File: config.mk
export PLATFORM = sky130hd
export DESIGN_NAME = jpeg_wb_arbiter_flat
export DESIGN_NICKNAME = d
export VERILOG_FILES = /design/src/rtl/jpeg_wb_arbiter_if.sv /design/src/rtl/jpeg_wb_arbiter.sv /design/src/flat_wrapper.sv
export SDC_FILE = /design/constraint.sdc
export NUM_CORES = 1
export LEC_CHECK = 0
export CORE_AREA = 4 4 124 126
export CTS_CLUSTER_SIZE = 20
export DETAILED_ROUTE_END_ITERATION = 8
export DIE_AREA = 0 0 128 130
export PLACE_DENSITY = 0.63
export SLEW_MARGIN = 20
export SYNTH_ARGS = -nofsm -noshare
export SYNTH_HDL_FRONTEND = slang
export SYNTH_SLANG_ARGS = --single-unit
export TNS_END_PERCENT = 10
File: constraint.sdc
create_clock -name clk_i -period 6.8 [get_ports clk_i]
set_clock_uncertainty 0.2 [all_clocks]
set_input_delay 1.36 -clock clk_i [delete_from_list [all_inputs] [get_ports clk_i]]
set_output_delay 1.36 -clock clk_i [all_outputs]
set_load 0.02 [all_outputs]
File: src/rtl/jpeg_wb_arbiter_if.sv
// Classic 32-bit Wishbone point-to-point bundle used between the arbiter,
// its two masters and the shared slave.
interface jpeg_wb_arbiter_if;
  logic        cyc;
  logic        stb;
  logic        we;
  logic [3:0]  sel;
  logic [31:0] adr;
  logic [31:0] dat_w;  // master -> slave write data
  logic [31:0] dat_r;  // slave -> master read data
  logic        ack;
  logic        err;

  // Seen from the side that drives the request.
  modport master (
    output cyc, stb, we, sel, adr, dat_w,
    input  dat_r, ack, err
  );

  // Seen from the side that answers the request.
  modport slave (
    input  cyc, stb, we, sel, adr, dat_w,
    output dat_r, ack, err
  );
endinterface

File: src/rtl/jpeg_wb_arbiter.sv
// Two-master / one-slave Wishbone arbiter for the JPEG block.
// m0 is the DMA read master, m1 the CPU data master. Ownership alternates
// round-robin; an owner that holds the bus for MAX_HOLD cycles while the other
// master waits is preempted at the next transfer boundary, through one dead
// SWITCH cycle. A response watchdog turns a slave that never answers into an
// err to the current owner.
module jpeg_wb_arbiter #(
  parameter int MAX_HOLD = 16,
  parameter int TIMEOUT  = 64
) (
  input  logic              clk_i,
  input  logic              rst_i,
  jpeg_wb_arbiter_if.slave  m0,
  jpeg_wb_arbiter_if.slave  m1,
  jpeg_wb_arbiter_if.master s,
  output logic [1:0]        gnt_o,
  output logic              timeout_o
);

  localparam int HOLD_W = (MAX_HOLD > 1) ? $clog2(MAX_HOLD) : 1;
  localparam int WAIT_W = (TIMEOUT > 0) ? $clog2(TIMEOUT + 1) : 1;
  localparam logic [HOLD_W-1:0] HOLD_LAST = HOLD_W'(MAX_HOLD - 1);
  localparam logic [WAIT_W-1:0] WAIT_LAST = WAIT_W'(TIMEOUT - 1);

  typedef enum logic [1:0] {
    IDLE   = 2'd0,
    OWN_0  = 2'd1,
    OWN_1  = 2'd2,
    SWITCH = 2'd3
  } state_t;

  state_t            state_reg, state_next;
  logic              last_reg, last_next;   // most recent owner, loses the next tie
  logic [HOLD_W-1:0] hold_cnt_reg, hold_cnt_next;
  logic [WAIT_W-1:0] wait_cnt_reg, wait_cnt_next;

  logic own_active;
  logic slave_done;
  logic stb_wait;
  logic wd_fire;
  logic own_done;
  logic hold_full;

  assign own_active = (state_reg == OWN_0) || (state_reg == OWN_1);
  // s.stb is already 0 outside OWN, so slave responses in IDLE/SWITCH never
  // reach the watchdog or a master.
  assign slave_done = s.ack | s.err;
  assign stb_wait   = s.stb & ~slave_done;
  // A real ack/err on the expiry cycle suppresses the forced error.
  assign wd_fire    = (TIMEOUT != 0) && stb_wait && (wait_cnt_reg == WAIT_LAST);
  assign own_done   = slave_done | wd_fire;
  // hold_cnt saturates at HOLD_LAST, so equality means "limit reached".
  assign hold_full  = (hold_cnt_reg == HOLD_LAST);

  // Read data is broadcast; only ack/err qualify it per master.
  assign m0.dat_r  = s.dat_r;
  assign m1.dat_r  = s.dat_r;
  assign gnt_o     = {state_reg == OWN_1, state_reg == OWN_0};
  assign timeout_o = wd_fire;

  // Forward the owner's request to the slave; nothing is forwarded in IDLE/SWITCH.
  always_comb begin
    s.cyc   = 1'b0;
    s.stb   = 1'b0;
    s.we    = 1'b0;
    s.sel   = 4'h0;
    s.adr   = 32'h0;
    s.dat_w = 32'h0;
    case (state_reg)
      OWN_0: begin
        s.cyc   = m0.cyc;
        s.stb   = m0.stb;
        s.we    = m0.we;
        s.sel   = m0.sel;
        s.adr   = m0.adr;
        s.dat_w = m0.dat_w;
      end
      OWN_1: begin
        s.cyc   = m1.cyc;
        s.stb   = m1.stb;
        s.we    = m1.we;
        s.sel   = m1.sel;
        s.adr   = m1.adr;
        s.dat_w = m1.dat_w;
      end
      default: ;
    endcase
  end

  // Route slave responses (and the forced watchdog err) to the owner only.
  always_comb begin
    m0.ack = 1'b0;
    m0.err = 1'b0;
    m1.ack = 1'b0;
    m1.err = 1'b0;
    case (state_reg)
      OWN_0: begin
        m0.ack = s.ack;
        m0.err = s.err | wd_fire;
      end
      OWN_1: begin
        m1.ack = s.ack;
        m1.err = s.err | wd_fire;
      end
      default: ;
    endcase
  end

  // Ownership FSM: round-robin grant, hold-limit preemption at transfer boundaries.
  always_comb begin
    state_next = state_reg;
    last_next  = last_reg;
    case (state_reg)
      IDLE: begin
        if (m0.cyc && m1.cyc)
          state_next = last_reg ? OWN_0 : OWN_1;
        else if (m0.cyc)
          state_next = OWN_0;
        else if (m1.cyc)
          state_next = OWN_1;
      end
      OWN_0: begin
        if (!m0.cyc)
          state_next = IDLE;
        else if (hold_full && m1.cyc && own_done)
          state_next = SWITCH;
      end
      OWN_1: begin
        if (!m1.cyc)
          state_next = IDLE;
        else if (hold_full && m0.cyc && own_done)
          state_next = SWITCH;
      end
      // The waiting master is granted even if it has since dropped cyc;
      // its OWN state then falls back to IDLE on the next cycle.
      SWITCH: state_next = last_reg ? OWN_0 : OWN_1;
      default: state_next = IDLE;
    endcase
    if ((state_next == OWN_0) && (state_reg != OWN_0))
      last_next = 1'b0;
    else if ((state_next == OWN_1) && (state_reg != OWN_1))
      last_next = 1'b1;
  end

  // Hold and watchdog counters; both restart whenever the state changes.
  always_comb begin
    hold_cnt_next = hold_cnt_reg;
    wait_cnt_next = wait_cnt_reg;
    if (state_next != state_reg)
      hold_cnt_next = '0;
    else if (own_active && !hold_full)
      hold_cnt_next = hold_cnt_reg + HOLD_W'(1);
    if (!stb_wait || wd_fire || (state_next != state_reg))
      wait_cnt_next = '0;
    else
      wait_cnt_next = wait_cnt_reg + WAIT_W'(1);
  end

  // State registers; reset releases the bus immediately.
  always_ff @(posedge clk_i or posedge rst_i) begin
    if (rst_i) begin
      state_reg    <= IDLE;
      last_reg     <= 1'b1;
      hold_cnt_reg <= '0;
      wait_cnt_reg <= '0;
    end else begin
      state_reg    <= state_next;
      last_reg     <= last_next;
      hold_cnt_reg <= hold_cnt_next;
      wait_cnt_reg <= wait_cnt_next;
    end
  end

endmodule

File: src/flat_wrapper.sv
// flat-port wrapper written by rule: the top's interface ports become plain ports
module jpeg_wb_arbiter_flat 
#(
  parameter int MAX_HOLD = 16,
  parameter int TIMEOUT  = 64
)
  (clk_i, rst_i, gnt_o, timeout_o, m0_cyc, m0_stb, m0_we, m0_sel, m0_adr, m0_dat_w, m0_dat_r, m0_ack, m0_err, m1_cyc, m1_stb, m1_we, m1_sel, m1_adr, m1_dat_w, m1_dat_r, m1_ack, m1_err, s_cyc, s_stb, s_we, s_sel, s_adr, s_dat_w, s_dat_r, s_ack, s_err);
  jpeg_wb_arbiter_if m0_i ();
  jpeg_wb_arbiter_if m1_i ();
  jpeg_wb_arbiter_if s_i ();
  input  logic clk_i;
  input  logic rst_i;
  output logic [1:0] gnt_o;
  output logic timeout_o;
  input wire logic [$bits(m0_i.cyc)-1:0] m0_cyc;
  input wire logic [$bits(m0_i.stb)-1:0] m0_stb;
  input wire logic [$bits(m0_i.we)-1:0] m0_we;
  input wire logic [$bits(m0_i.sel)-1:0] m0_sel;
  input wire logic [$bits(m0_i.adr)-1:0] m0_adr;
  input wire logic [$bits(m0_i.dat_w)-1:0] m0_dat_w;
  output wire logic [$bits(m0_i.dat_r)-1:0] m0_dat_r;
  output wire logic [$bits(m0_i.ack)-1:0] m0_ack;
  output wire logic [$bits(m0_i.err)-1:0] m0_err;
  input wire logic [$bits(m1_i.cyc)-1:0] m1_cyc;
  input wire logic [$bits(m1_i.stb)-1:0] m1_stb;
  input wire logic [$bits(m1_i.we)-1:0] m1_we;
  input wire logic [$bits(m1_i.sel)-1:0] m1_sel;
  input wire logic [$bits(m1_i.adr)-1:0] m1_adr;
  input wire logic [$bits(m1_i.dat_w)-1:0] m1_dat_w;
  output wire logic [$bits(m1_i.dat_r)-1:0] m1_dat_r;
  output wire logic [$bits(m1_i.ack)-1:0] m1_ack;
  output wire logic [$bits(m1_i.err)-1:0] m1_err;
  output wire logic [$bits(s_i.cyc)-1:0] s_cyc;
  output wire logic [$bits(s_i.stb)-1:0] s_stb;
  output wire logic [$bits(s_i.we)-1:0] s_we;
  output wire logic [$bits(s_i.sel)-1:0] s_sel;
  output wire logic [$bits(s_i.adr)-1:0] s_adr;
  output wire logic [$bits(s_i.dat_w)-1:0] s_dat_w;
  input wire logic [$bits(s_i.dat_r)-1:0] s_dat_r;
  input wire logic [$bits(s_i.ack)-1:0] s_ack;
  input wire logic [$bits(s_i.err)-1:0] s_err;
  assign m0_i.cyc = m0_cyc;
  assign m0_i.stb = m0_stb;
  assign m0_i.we = m0_we;
  assign m0_i.sel = m0_sel;
  assign m0_i.adr = m0_adr;
  assign m0_i.dat_w = m0_dat_w;
  assign m0_dat_r = m0_i.dat_r;
  assign m0_ack = m0_i.ack;
  assign m0_err = m0_i.err;
  assign m1_i.cyc = m1_cyc;
  assign m1_i.stb = m1_stb;
  assign m1_i.we = m1_we;
  assign m1_i.sel = m1_sel;
  assign m1_i.adr = m1_adr;
  assign m1_i.dat_w = m1_dat_w;
  assign m1_dat_r = m1_i.dat_r;
  assign m1_ack = m1_i.ack;
  assign m1_err = m1_i.err;
  assign s_cyc = s_i.cyc;
  assign s_stb = s_i.stb;
  assign s_we = s_i.we;
  assign s_sel = s_i.sel;
  assign s_adr = s_i.adr;
  assign s_dat_w = s_i.dat_w;
  assign s_i.dat_r = s_dat_r;
  assign s_i.ack = s_ack;
  assign s_i.err = s_err;
  jpeg_wb_arbiter #(.MAX_HOLD(MAX_HOLD), .TIMEOUT(TIMEOUT)) u_core (.clk_i(clk_i), .rst_i(rst_i), .m0(m0_i), .m1(m1_i), .s(s_i), .gnt_o(gnt_o), .timeout_o(timeout_o));
endmodule
==> flow_summary.json <==
{
  "antenna_found_initial": 0,
  "multiInputGateArea_um2": 1590,
  "grt_setup_unrepaired": "false",
  "regArea_um2": 352,
  "grt_overflow": 0,
  "area_growth_pct": 79.2,
  "wl_per_cell_um": 15.7,
  "cts_resized": 0,
  "rows": 44,
  "finalSetupTns_ns": 0,
  "drtPass1Iterations": 4,
  "antenna_cells": 0,
  "cts_tree": "done",
  "power.internal_w": 0.000908,
  "fmax_mhz": 205,
  "grt_pass1_vias": 2927,
  "postRouteAntennaNets": 0,
  "mostFrequentLayoutCells": "clkdlybuf4s50_1 (223), nor2b_1 (74), a22oi_1 (69)",
  "postSynthCellCount": 340,
  "cts_setup_buffers": 0,
  "crit_start": "u_core.state_reg[0]",
  "ys_top_cells_by_area": "a22oi_1 (21%), buf_4 (19%), nor2b_1 (18%)",
  "core_area_um2": 14300,
  "dp_hpwl_mm": 8.29,
  "via_count": 2923,
  "setup_violations": 0,
  "cp.required_ns": 5.24,
  "synth_top_area_share_pct": 20.5,
  "min_period_ns": 4.87,
  "slowest_delay_ns": 0.86,
  "switchingPower_w": 0.000834,
  "nets": 663,
  "worstPathCellList": "inv_1, ha_2, buf_4, a22oi_1, nor2b_1, clkdlybuf4s50_1",
  "r2r_setup_slack_ns": 3.76,
  "p_comb_share_pct": 86.0,
  "drive_above_1_share_pct": 3.14,
  "rr_worst_depth": 8,
  "vdd_drop_max_v": 0.000288,
  "fin_crit_sh_pct": 71.7,
  "syn_nets": 524,
  "clkPwrFrac_pct": 6.9,
  "place_ws_ns": 2.00,
  "critPathArrivalTime_ns": 3.31,
  "fill_cells": 1522,
  "numPortBuffers": 223,
  "cp-end-kind": "output port",
  "yosysWarnings": 0,
  "viasPerCell": 4.42,
  "gp_congestion": 0.796,
  "hold_viol": 0,
  "track_usage_pct": 11.0,
  "hold_buffers": 0,
  "synth_area_leader_cell": "a22oi_1",
  "drc": 0,
  "pwr_density_cell_nw_per_um2": 385,
  "first_iter_violations": 217,
  "worst-setup-path-type": "reg -> out",
  "layout_commonest_cell": "clkdlybuf4s50_1",
  "numCtsBuffers": 3,
  "initial_utilization_pct": 17.6,
  "die_w_um": 128,
  "pwr-share-seq_pct": 7.1,
  "max_cap_viol_count": 0,
  "reg2reg_from": "u_core.state_reg[0]",
  "grt_max_degree": 77,
  "cp_slowest_cell": "ha_2",
  "path_clk_slew_ns": 0.05,
  "largest_register_ffs": 7,
  "htreeDepth": 1,
  "crit_fanout": 48,
  "start_kind": "register",
  "hold_class": "reg -> reg",
  "wl_mm": 10.4,
  "finalMaxSlewViolations": 0,
  "dieArea_um2": 16600,
  "netSwitchingFraction_pct": 47.9,
  "cts_sinks": 14,
  "slew_headroom_pct": 34.6,
  "reg2reg_to": "u_core.hold_cnt_reg[2]",
  "die_y_um": 130,
  "clk_latency_ns": 0.24,
  "clk_path_buf_depth": 2,
  "status": "completed",
  "finalWorstSetupSlack_ns": 1.93,
  "leakage_nw": 1.55,
  "num_io_pins": 320,
  "ys_ff_latch": 14,
  "grt_first_pass_wirelength_mm": 15.0,
  "tightestPinTransition_ns": 0.982,
  "synth_area_per_cell_um2": 7.43,
  "ys_seq_area_share_pct": 13.9,
  "netlist_area_um2": 2530,
  "clock-root-buffer": "clkbuf_16",
  "endpoint": "s_dat_w[15]",
  "synth_cell_types": 41
}
==> power by group through the flow <==
stage / Combinational (W) / Clock [W] / Sequential [W]
after CTS: 0.00150 / 0.000124 / 0.000122
after global routing: 0.00162 / 0.000127 / 0.000126
after floorplan: 0.000953 / 0 / 0.000114
final: 0.00150 / 0.000120 / 0.000124
after detailed placement: 0.00150 / 0 / 0.000123
after global placement: 0.00149 / 0 / 0.000122
==> metal layers <==
metal	wire length, µm	vias up	part of all wire [%]	GRT usage, %
li1	-	1412	-	-
met5	0	-	0	0
met4	342	0	3.3	4.12
met3	1270	39	12	4.79
met2	4850	172	47	17.5
met1	3920	1300	38	13.1
==> Yosys cell counts, drive strengths merged <==
master,number
ha,6
a22oi,70
xnor2,4
xor2,2
a21oi,3
buf,66
and3,1
a32o,1
nand3,10
or3,1
nand4,1
nor3b,1
nor2,15
o21ai,2
nand2,11
clkbuf,25
dfrtp,13
o41ai,1
and2b,1
and4b,1
nand4b,1
o31ai,2
dfstp,1
a31oi,1
o22ai,1
o41a,1
o21a,1
and3b,1
a211oi,2
inv,5
a32oi,2
o211ai,1
a21boi,3
nor4,1
nor3,4
and2,2
nand2b,2
nor2b,74
==> cell families after synthesis <==
| group | count (synthesis) | share of synthesized area, % |
|---|---|---|
| adder cells (fa/ha/maj) | 6 | 2.97 |
| buffers and inverters | 96 | 23.8 |
| flip-flops | 14 | 13.9 |
| AO/OA/AOI/OAI | 91 | 28.0 |
| AND/OR/NAND/NOR | 127 | 29.2 |
| XOR/XNOR | 6 | 2.08 |
==> worst min path at each step <==
stage / depth (start not counted) / slack, ns / end / startpoint
2_1_floorplan: 1 / 0.23 / u_core.wait_cnt_reg[0] / u_core.wait_cnt_reg[0]
3_3_place_gp: 1 / 0.25 / u_core.wait_cnt_reg[0] / u_core.wait_cnt_reg[0]
3_5_place_dp: 1 / 0.26 / u_core.wait_cnt_reg[0] / u_core.wait_cnt_reg[0]
4_1_cts: 1 / 0.27 / u_core.wait_cnt_reg[0] / u_core.wait_cnt_reg[0]
5_1_grt: 1 / 0.29 / u_core.wait_cnt_reg[0] / u_core.wait_cnt_reg[0]
6_report: 1 / 0.26 / u_core.wait_cnt_reg[0] / u_core.wait_cnt_reg[0]
==> final cells by class <==
class	count	area share, %
clock buffers	4	1.96
inverters	5	0.414
multi-input cells	230	35.1
flip-flops and latches	14	7.76
well taps	184	5.08
repair buffers	225	49.6
==> worst max-delay path, delay by kind of cell, from the launching register on <==
| kind | cells | cell delay [ns] |
|---|---|---|
| AOI/OAI and AO/OA | 1 | 0.15 |
| adders and majority gates | 1 | 0.86 |
| buffers and inverters | 3 | 1.29 |
| DFF | 1 | 0.48 |
| and+or+nand+nor | 1 | 0.27 |
==> metrics by stage <==
stage / util (%) / hold WS (ns) / cells / instance area, µm² / power, W
6_report: 31.6 / 0.262 / 662 / 4530 / 0.00174
4_1_cts: 31.6 / 0.266 / 662 / 4520 / 0.00175
3_5_place_dp: 30.9 / 0.260 / 658 / 4430 / 0.00162
2_1_floorplan: - / 0.233 / 340 / 2530 / 0.00107
5_1_grt: 31.6 / 0.286 / 662 / 4530 / 0.00187
3_3_place_gp: 30.9 / 0.249 / 658 / 4430 / 0.00161
No activity file was read; power rests on OpenSTA's default activity.
